===== config.mk =====
export PLATFORM = sky130hd
export DESIGN_NAME = hazard_forward_tracker_flat
export DESIGN_NICKNAME = d
export VERILOG_FILES = /design/src/rtl/hazard_forward_tracker_if.sv /design/src/rtl/hazard_forward_tracker.sv /design/src/flat_wrapper.sv
export SDC_FILE = /design/constraint.sdc
export NUM_CORES = 1
export LEC_CHECK = 0
export BUFFER_PORTS_ARGS = -buffer_cell sky130_fd_sc_hd__clkbuf_2
export CELL_PAD_IN_SITES_DETAIL_PLACEMENT = 2
export CELL_PAD_IN_SITES_GLOBAL_PLACEMENT = 2
export CORE_MARGIN = 3
export CORE_UTILIZATION = 25
export CTS_CLUSTER_SIZE = 12
export DETAILED_ROUTE_END_ITERATION = 10
export GPL_TIMING_DRIVEN = 0
export HOLD_SLACK_MARGIN = 0.12
export PLACE_DENSITY = 0.68
export SYNTH_ARGS = -nofsm -noshare
export SYNTH_HDL_FRONTEND = slang
export SYNTH_SLANG_ARGS = --single-unit

===== constraint.sdc =====
create_clock -name clk -period 3.9 [get_ports clk]
set_input_delay 0.585 -clock clk [delete_from_list [all_inputs] [get_ports clk]]
set_output_delay 0.585 -clock clk [all_outputs]
set_load 0.02 [all_outputs]

===== src/rtl/hazard_forward_tracker_if.sv =====
// Decode-side bundle for the hazard/forwarding tracker: pre-decoded
// register fields and pipeline controls in, bypass selects and stall out.
interface hazard_forward_tracker_if #(
    parameter int REG_ADDR_W = 3,
    parameter int NUM_SRC    = 2,
    parameter int DEPTH      = 3,
    parameter int CNT_W      = 16
);
    localparam int SEL_W = $clog2(DEPTH + 1);

    logic                          dec_valid;
    logic [NUM_SRC*REG_ADDR_W-1:0] dec_src_addr;
    logic [NUM_SRC-1:0]            dec_src_used;
    logic [REG_ADDR_W-1:0]         dec_dst_addr;
    logic                          dec_dst_we;
    logic                          dec_is_load;
    logic                          pipe_hold;
    logic                          flush;
    logic [NUM_SRC*SEL_W-1:0]      fwd_sel;
    logic                          stall_dec;
    logic [CNT_W-1:0]              stall_count;

    // Decode stage / pipeline control side
    modport master (
        output dec_valid, dec_src_addr, dec_src_used, dec_dst_addr,
               dec_dst_we, dec_is_load, pipe_hold, flush,
        input  fwd_sel, stall_dec, stall_count
    );

    // Tracker side
    modport slave (
        input  dec_valid, dec_src_addr, dec_src_used, dec_dst_addr,
               dec_dst_we, dec_is_load, pipe_hold, flush,
        output fwd_sel, stall_dec, stall_count
    );
endinterface


===== src/rtl/hazard_forward_tracker.sv =====
// Decode-stage hazard and forwarding controller. Tracks in-flight
// destination registers in a shift register mirroring EX/MEM/WB and
// derives per-operand bypass selects plus a load-use stall.
module hazard_forward_tracker #(
    parameter int REG_ADDR_W = 3,
    parameter int NUM_SRC    = 2,
    parameter int DEPTH      = 3,
    parameter int LOAD_AVAIL = 1,
    parameter int ZERO_REG   = 0,
    parameter int CNT_W      = 16
) (
    input logic                    clk,
    input logic                    rst,
    hazard_forward_tracker_if.slave bus
);
    localparam int          SEL_W        = $clog2(DEPTH + 1);
    localparam int unsigned DEPTH_U      = DEPTH;
    localparam int unsigned NUM_SRC_U    = NUM_SRC;
    localparam int unsigned LOAD_AVAIL_U = LOAD_AVAIL;

    // Tracked entries: index 0 = EX, 1 = MEM, ..., DEPTH-1 = WB
    logic [DEPTH-1:0]      ent_valid;
    logic [DEPTH-1:0]      ent_we;
    logic [DEPTH-1:0]      ent_load;
    logic [REG_ADDR_W-1:0] ent_addr [DEPTH];

    logic [NUM_SRC-1:0]       hazard;
    logic [NUM_SRC*SEL_W-1:0] fwd_sel;
    logic                     stall_dec;
    logic                     accept;
    logic [CNT_W-1:0]         stall_count;

    // Per-operand youngest-producer search and bypass/hazard resolution
    always_comb begin : match
        logic [REG_ADDR_W-1:0] src;
        logic                  hit;
        logic                  hit_load;
        int unsigned           hit_idx;
        int unsigned           k;
        hazard   = '0;
        fwd_sel  = '0;
        src      = '0;
        hit      = 1'b0;
        hit_load = 1'b0;
        hit_idx  = 0;
        k        = 0;
        for (int unsigned j = 0; j < NUM_SRC_U; j++) begin
            src      = bus.dec_src_addr[j*REG_ADDR_W +: REG_ADDR_W];
            hit      = 1'b0;
            hit_load = 1'b0;
            hit_idx  = 0;
            // Scan oldest to youngest so the youngest match is the one kept
            for (int unsigned i = 0; i < DEPTH_U; i++) begin
                k = DEPTH_U - 1 - i;
                if (ent_valid[k] && ent_we[k] && (ent_addr[k] == src)) begin
                    hit      = 1'b1;
                    hit_load = ent_load[k];
                    hit_idx  = k;
                end
            end
            if (!bus.dec_src_used[j] || ((ZERO_REG != 0) && (src == '0))) begin
                hit = 1'b0;
            end
            if (hit) begin
                if (hit_load && (hit_idx < LOAD_AVAIL_U)) begin
                    hazard[j] = 1'b1;
                end else begin
                    fwd_sel[j*SEL_W +: SEL_W] = SEL_W'(hit_idx + 1);
                end
            end
        end
    end

    // Stall and acceptance qualifiers; flush overrides any stall
    always_comb begin
        stall_dec = bus.dec_valid & ~bus.flush & (|hazard);
        accept    = bus.dec_valid & ~stall_dec & ~bus.flush;
    end

    // Entry valid bits: shift on advance, flush kills EX and the EX->MEM move
    always_ff @(posedge clk or posedge rst) begin
        if (rst) begin
            ent_valid <= '0;
        end else if (!bus.pipe_hold) begin
            ent_valid[0] <= accept;
            for (int unsigned k = 1; k < DEPTH_U; k++) begin
                ent_valid[k] <= ent_valid[k-1];
            end
            if (bus.flush) begin
                ent_valid[1] <= 1'b0;
            end
        end else if (bus.flush) begin
            ent_valid[0] <= 1'b0;
        end
    end

    // Entry payload: loaded from decode and shifted on advance
    always_ff @(posedge clk or posedge rst) begin
        if (rst) begin
            ent_we   <= '0;
            ent_load <= '0;
            for (int unsigned k = 0; k < DEPTH_U; k++) begin
                ent_addr[k] <= '0;
            end
        end else if (!bus.pipe_hold) begin
            ent_we[0]   <= bus.dec_dst_we;
            ent_load[0] <= bus.dec_is_load;
            ent_addr[0] <= bus.dec_dst_addr;
            for (int unsigned k = 1; k < DEPTH_U; k++) begin
                ent_we[k]   <= ent_we[k-1];
                ent_load[k] <= ent_load[k-1];
                ent_addr[k] <= ent_addr[k-1];
            end
        end
    end

    // Saturating count of stall cycles that actually cost a pipeline slot
    always_ff @(posedge clk or posedge rst) begin
        if (rst) begin
            stall_count <= '0;
        end else if (stall_dec && !bus.pipe_hold && (stall_count != '1)) begin
            stall_count <= stall_count + 1'b1;
        end
    end

    assign bus.fwd_sel     = fwd_sel;
    assign bus.stall_dec   = stall_dec;
    assign bus.stall_count = stall_count;

endmodule


===== src/flat_wrapper.sv =====
// flat-port wrapper written by rule: the top's interface ports become plain ports
module hazard_forward_tracker_flat 
#(
    parameter int REG_ADDR_W = 3,
    parameter int NUM_SRC    = 2,
    parameter int DEPTH      = 3,
    parameter int LOAD_AVAIL = 1,
    parameter int ZERO_REG   = 0,
    parameter int CNT_W      = 16
)
  (clk, rst, bus_dec_valid, bus_dec_src_addr, bus_dec_src_used, bus_dec_dst_addr, bus_dec_dst_we, bus_dec_is_load, bus_pipe_hold, bus_flush, bus_fwd_sel, bus_stall_dec, bus_stall_count);
  hazard_forward_tracker_if #(.REG_ADDR_W(REG_ADDR_W), .NUM_SRC(NUM_SRC), .DEPTH(DEPTH), .CNT_W(CNT_W)) bus_i ();
  input logic clk;
  input logic rst;
  input wire logic [$bits(bus_i.dec_valid)-1:0] bus_dec_valid;
  input wire logic [$bits(bus_i.dec_src_addr)-1:0] bus_dec_src_addr;
  input wire logic [$bits(bus_i.dec_src_used)-1:0] bus_dec_src_used;
  input wire logic [$bits(bus_i.dec_dst_addr)-1:0] bus_dec_dst_addr;
  input wire logic [$bits(bus_i.dec_dst_we)-1:0] bus_dec_dst_we;
  input wire logic [$bits(bus_i.dec_is_load)-1:0] bus_dec_is_load;
  input wire logic [$bits(bus_i.pipe_hold)-1:0] bus_pipe_hold;
  input wire logic [$bits(bus_i.flush)-1:0] bus_flush;
  output wire logic [$bits(bus_i.fwd_sel)-1:0] bus_fwd_sel;
  output wire logic [$bits(bus_i.stall_dec)-1:0] bus_stall_dec;
  output wire logic [$bits(bus_i.stall_count)-1:0] bus_stall_count;
  assign bus_i.dec_valid = bus_dec_valid;
  assign bus_i.dec_src_addr = bus_dec_src_addr;
  assign bus_i.dec_src_used = bus_dec_src_used;
  assign bus_i.dec_dst_addr = bus_dec_dst_addr;
  assign bus_i.dec_dst_we = bus_dec_dst_we;
  assign bus_i.dec_is_load = bus_dec_is_load;
  assign bus_i.pipe_hold = bus_pipe_hold;
  assign bus_i.flush = bus_flush;
  assign bus_fwd_sel = bus_i.fwd_sel;
  assign bus_stall_dec = bus_i.stall_dec;
  assign bus_stall_count = bus_i.stall_count;
  hazard_forward_tracker #(.REG_ADDR_W(REG_ADDR_W), .NUM_SRC(NUM_SRC), .DEPTH(DEPTH), .LOAD_AVAIL(LOAD_AVAIL), .ZERO_REG(ZERO_REG), .CNT_W(CNT_W)) u_core (.clk(clk), .rst(rst), .bus(bus_i));
endmodule

==> metrics.md <==
| Metric | Value |
|---|---|
| First-pass GRT wire length | 8520 um |
| Via count | ~1500 |
| Final hold vios | 0 |
| Cts-stage hold buffer count | 0 |
| Post-synth top area cell | dfrtp_1 |
| IO Port Bufs | 38 |
| 1st-iter DRT viols | 22 |
| RR Startpoint | u_core.ent_addr[7] |
| Share of cells above drive strength 1 | 0.314 |
| Flip-flop and latch count after synthesis | 34 |
| Largest net degree at the start of global routing | 23 |
| WP data arrival | 2.96 ns |
| Post-synth ARST share | 1.00 |
| DR WL/cell | between 15 and 20 um |
| Pint | 614 uW |
| RSZ-0062 raised after global routing | no |
| Req. time, crit path | between 3 and 4 ns |
| Vias in the first global route | around 1700 |
| DRT Pass-1 Iters | 4 |
| Final min period | 3.55 ns |
| HPWL Detailed | 3970 um |
| GRT overflow | 0 |
| CP peak stage delay | roughly 0.59 ns |
| Max-cap violation count | 0 |
| Initial antenna violation count | 0 |
| DRC errors left | 0 |
| Worst hold-check path type | in -> async |
| Syn Nets | 203 |
| Sequential area share after synthesis | 0.443 |
| VDD IR max | between 0.1 and 0.15 mV |
| Cell Chain, Critical Path | xor2_1, or4_1, nand2b_1, ha_1, a21boi_1, a32oi_4, buf_4, nor2_1, clkbuf_2 |
| Via/cell ratio | 4.66 |
| Clock network fraction of total power | 0.388 |
| Top cells by count, synth | 34 x dfrtp_1, 30 x xor2_1, 24 x nand2_1 |
| Longest Clk Path Bufs | 2 |
| WS Path Type | reg -> out |
| GR Util All Layers | 0.126 |
| # setup viols final | 0 |
| CP Max Fanout | 10 |
| Pwr Total | between 800 and 900 uW |
| Count leader, synth | dfrtp_1 |
| Netlist cell types | 30 |
| Tcrit/Tclk final | 0.909 |
| Combinational Power Share | 0.117 |
| Fmax | ~280 MHz |
| Slowest CP cell | or4_1 |
| CTS Root Cell | clkbuf_8 |
| NumNets Final | 249 |
| Post-Syn Area per Cell | 10.6 um2 |
| Worst r2r path cells | 9 |
| Num CTS Buffers | 5 |
| CTS tree | yes |
| Slew @ Worst Pin | 0.708 ns |
| Row Count | 31 |
| Yosys top cell area share | 0.443 |
| Die W | 93.7 um |
| Lkg Pwr | 0.00113 uW |
| CP startpoint | u_core.ent_addr[5] |
| Post-synth EDFFs | 0 |
| Net Sw Frac | 0.251 |
| Status | finished, final reports clean |
| Post_cts resized | 0 |
| Htree depth | 2 |
| PwrDens | about 350 nW/um2 |
| Synth area leaders | dfrtp_1 44%, xor2_1 14%, mux2_2 11% |
| Crit path launch type | flip-flop |
| Gp weighted congestion | between 0.7 and 0.8 |
| Worst Skew | 0.00652 ns |
| Critical Path Sink Type | output port |
| Top_reg_cell synth | dfrtp_1 |
| Design Area, Final | 2370 um2 |
| Core Box Area | 7370 um2 |
| CTS Sinks | 34 |
| Die ar. | 8770 um2 |
| Cell Area, Synth | 1920 um2 |
| Clk slew on worst S/H paths | about 0.07 ns |
| Synth Instances | 182 |
| Area after DPL | 2260 um2 |
| Area grow syn2layout | 23.5% |
| Flop pwr share | 0.495 |
| P_sw | 206 uW |
| Starting density of the core | 0.261 |
| Slew HR | 0.524 |
| Num ports | 39 |
| Worst-Skew Late Latency | 0.29 ns |
| Routed Antenna Nets | 0 |
| Slew Viols, Final | 0 |
| Postcts setup bufs | 0 |
| Ys Warns | 0 |
| Drt total wl | 4950 um |
| Number of diodes | 0 |
| Setup_tns | 0 ns |
| Die Ht | between 90 and 100 um |
[critical path: cells and delay by family, from the launching register on]
kind / cells / cell delay (ns)
adder cells (fa/ha/maj): 1 / 0.21
AND/OR/NAND/NOR: 3 / 0.87
flip-flops: 1 / 0.44
AO/OA/AOI/OAI: 2 / 0.54
XOR/XNOR: 1 / 0.20
buffers and inverters: 2 / 0.41
[cell usage in the layout, fill, tap and decap left out, drive strengths merged]
| cell | netlist | routed |
|---|---|---|
| nand2b | 5 | 5 |
| a32oi | 1 | 1 |
| and3 | 8 | 8 |
| nor4b | 2 | 2 |
| inv | 3 | 3 |
| dfrtp | 34 | 34 |
| nor2 | 4 | 4 |
| o41ai | 1 | 1 |
| nor4 | 9 | 9 |
| nand3 | 6 | 6 |
| bufinv | 0 | 1 |
| or4 | 4 | 4 |
| ha | 3 | 3 |
| o21a | 2 | 2 |
| mux2i | 2 | 2 |
| nor3 | 9 | 9 |
| nand4 | 5 | 5 |
| xor2 | 30 | 30 |
| mux2 | 20 | 20 |
| o21ai | 3 | 3 |
| nand2 | 24 | 24 |
| buf | 3 | 4 |
| a21boi | 1 | 1 |
| clkbuf | 3 | 46 |
| clkinv | 0 | 2 |
[registers in the layout (all words and copies together) (netlist names)]
name / cells
u_core.ent_valid: 3
u_core.ent_load: 3
u_core.ent_addr: 9
u_core.ent_we: 3
u_core.bus.stall_count: 16
[area by class of cell]
class                   instances  area [um2]
fillers                       850        5000
multi-input cells             139        1030
flip-flops and latches         34         851
repair buffers                 39         218
well taps                      99         124
clock buffers                   5        68.8
clock inverters                 3        40.0
plain buffers                   6        27.5
inverters                       3        11.3
[per-stage QoR]
| step | hold slack [ns] | setup WS, ns | utilization | cells |
|---|---|---|---|---|
| final | 0.339 | 0.353 | 0.322 | 328 |
| after global routing | 0.384 | 0.146 | 0.322 | 328 |
| after CTS | 0.357 | 0.274 | 0.322 | 328 |
| after detailed placement | 0.488 | 0.315 | 0.307 | 320 |
| after global placement | 0.482 | 0.395 | 0.303 | 319 |
| after floorplan | 0.479 | 0.882 | - | 182 |
[power groups by stage]
stage | clock (uW) | combinational (uW) | sequential (uW)
floorplan | 0 | 66.8 | 403
CTS | 333 | 99.3 | 407
global route | 353 | 109 | 411
detailed placement | 0 | 98.9 | 414
global placement | 0 | 90.4 | 411
finish | 318 | 96.1 | 405
[cell families (layout without fill, tap and decap cells)]
family | after synthesis | in the layout | synth area share
adders and majority gates | 3 | 3 | 0.0195
AOI/OAI and AO/OA | 8 | 8 | 0.0384
and+or+nand+nor | 76 | 76 | 0.214
muxes | 22 | 22 | 0.128
DFF | 34 | 34 | 0.443
buffers and inverters | 9 | 56 | 0.0202
xor gates and xnor gates | 30 | 30 | 0.137
[worst paths after layout]
| path | to | slack, ns |
|---|---|---|
| min | u_core.bus.stall_count[1] | 0.34 |
| max reg2reg | u_core.bus.stall_count[15] | 1.03 |
| max in group asynchronous | u_core.bus.stall_count[13] | 3.04 |
| max | bus_stall_dec | 0.35 |
| min reg2reg | u_core.bus.stall_count[10] | 0.50 |
| min in group clk | u_core.bus.stall_count[10] | 0.50 |
[routing by layer]
layer / track usage / share of wire
met4: 0.0397 / 0.014
met2: 0.215 / 0.51
met1: 0.159 / 0.44
met3: 0.0280 / 0.033
met5: 0 / 0
Note: power is estimated with default switching activity, not from simulation.
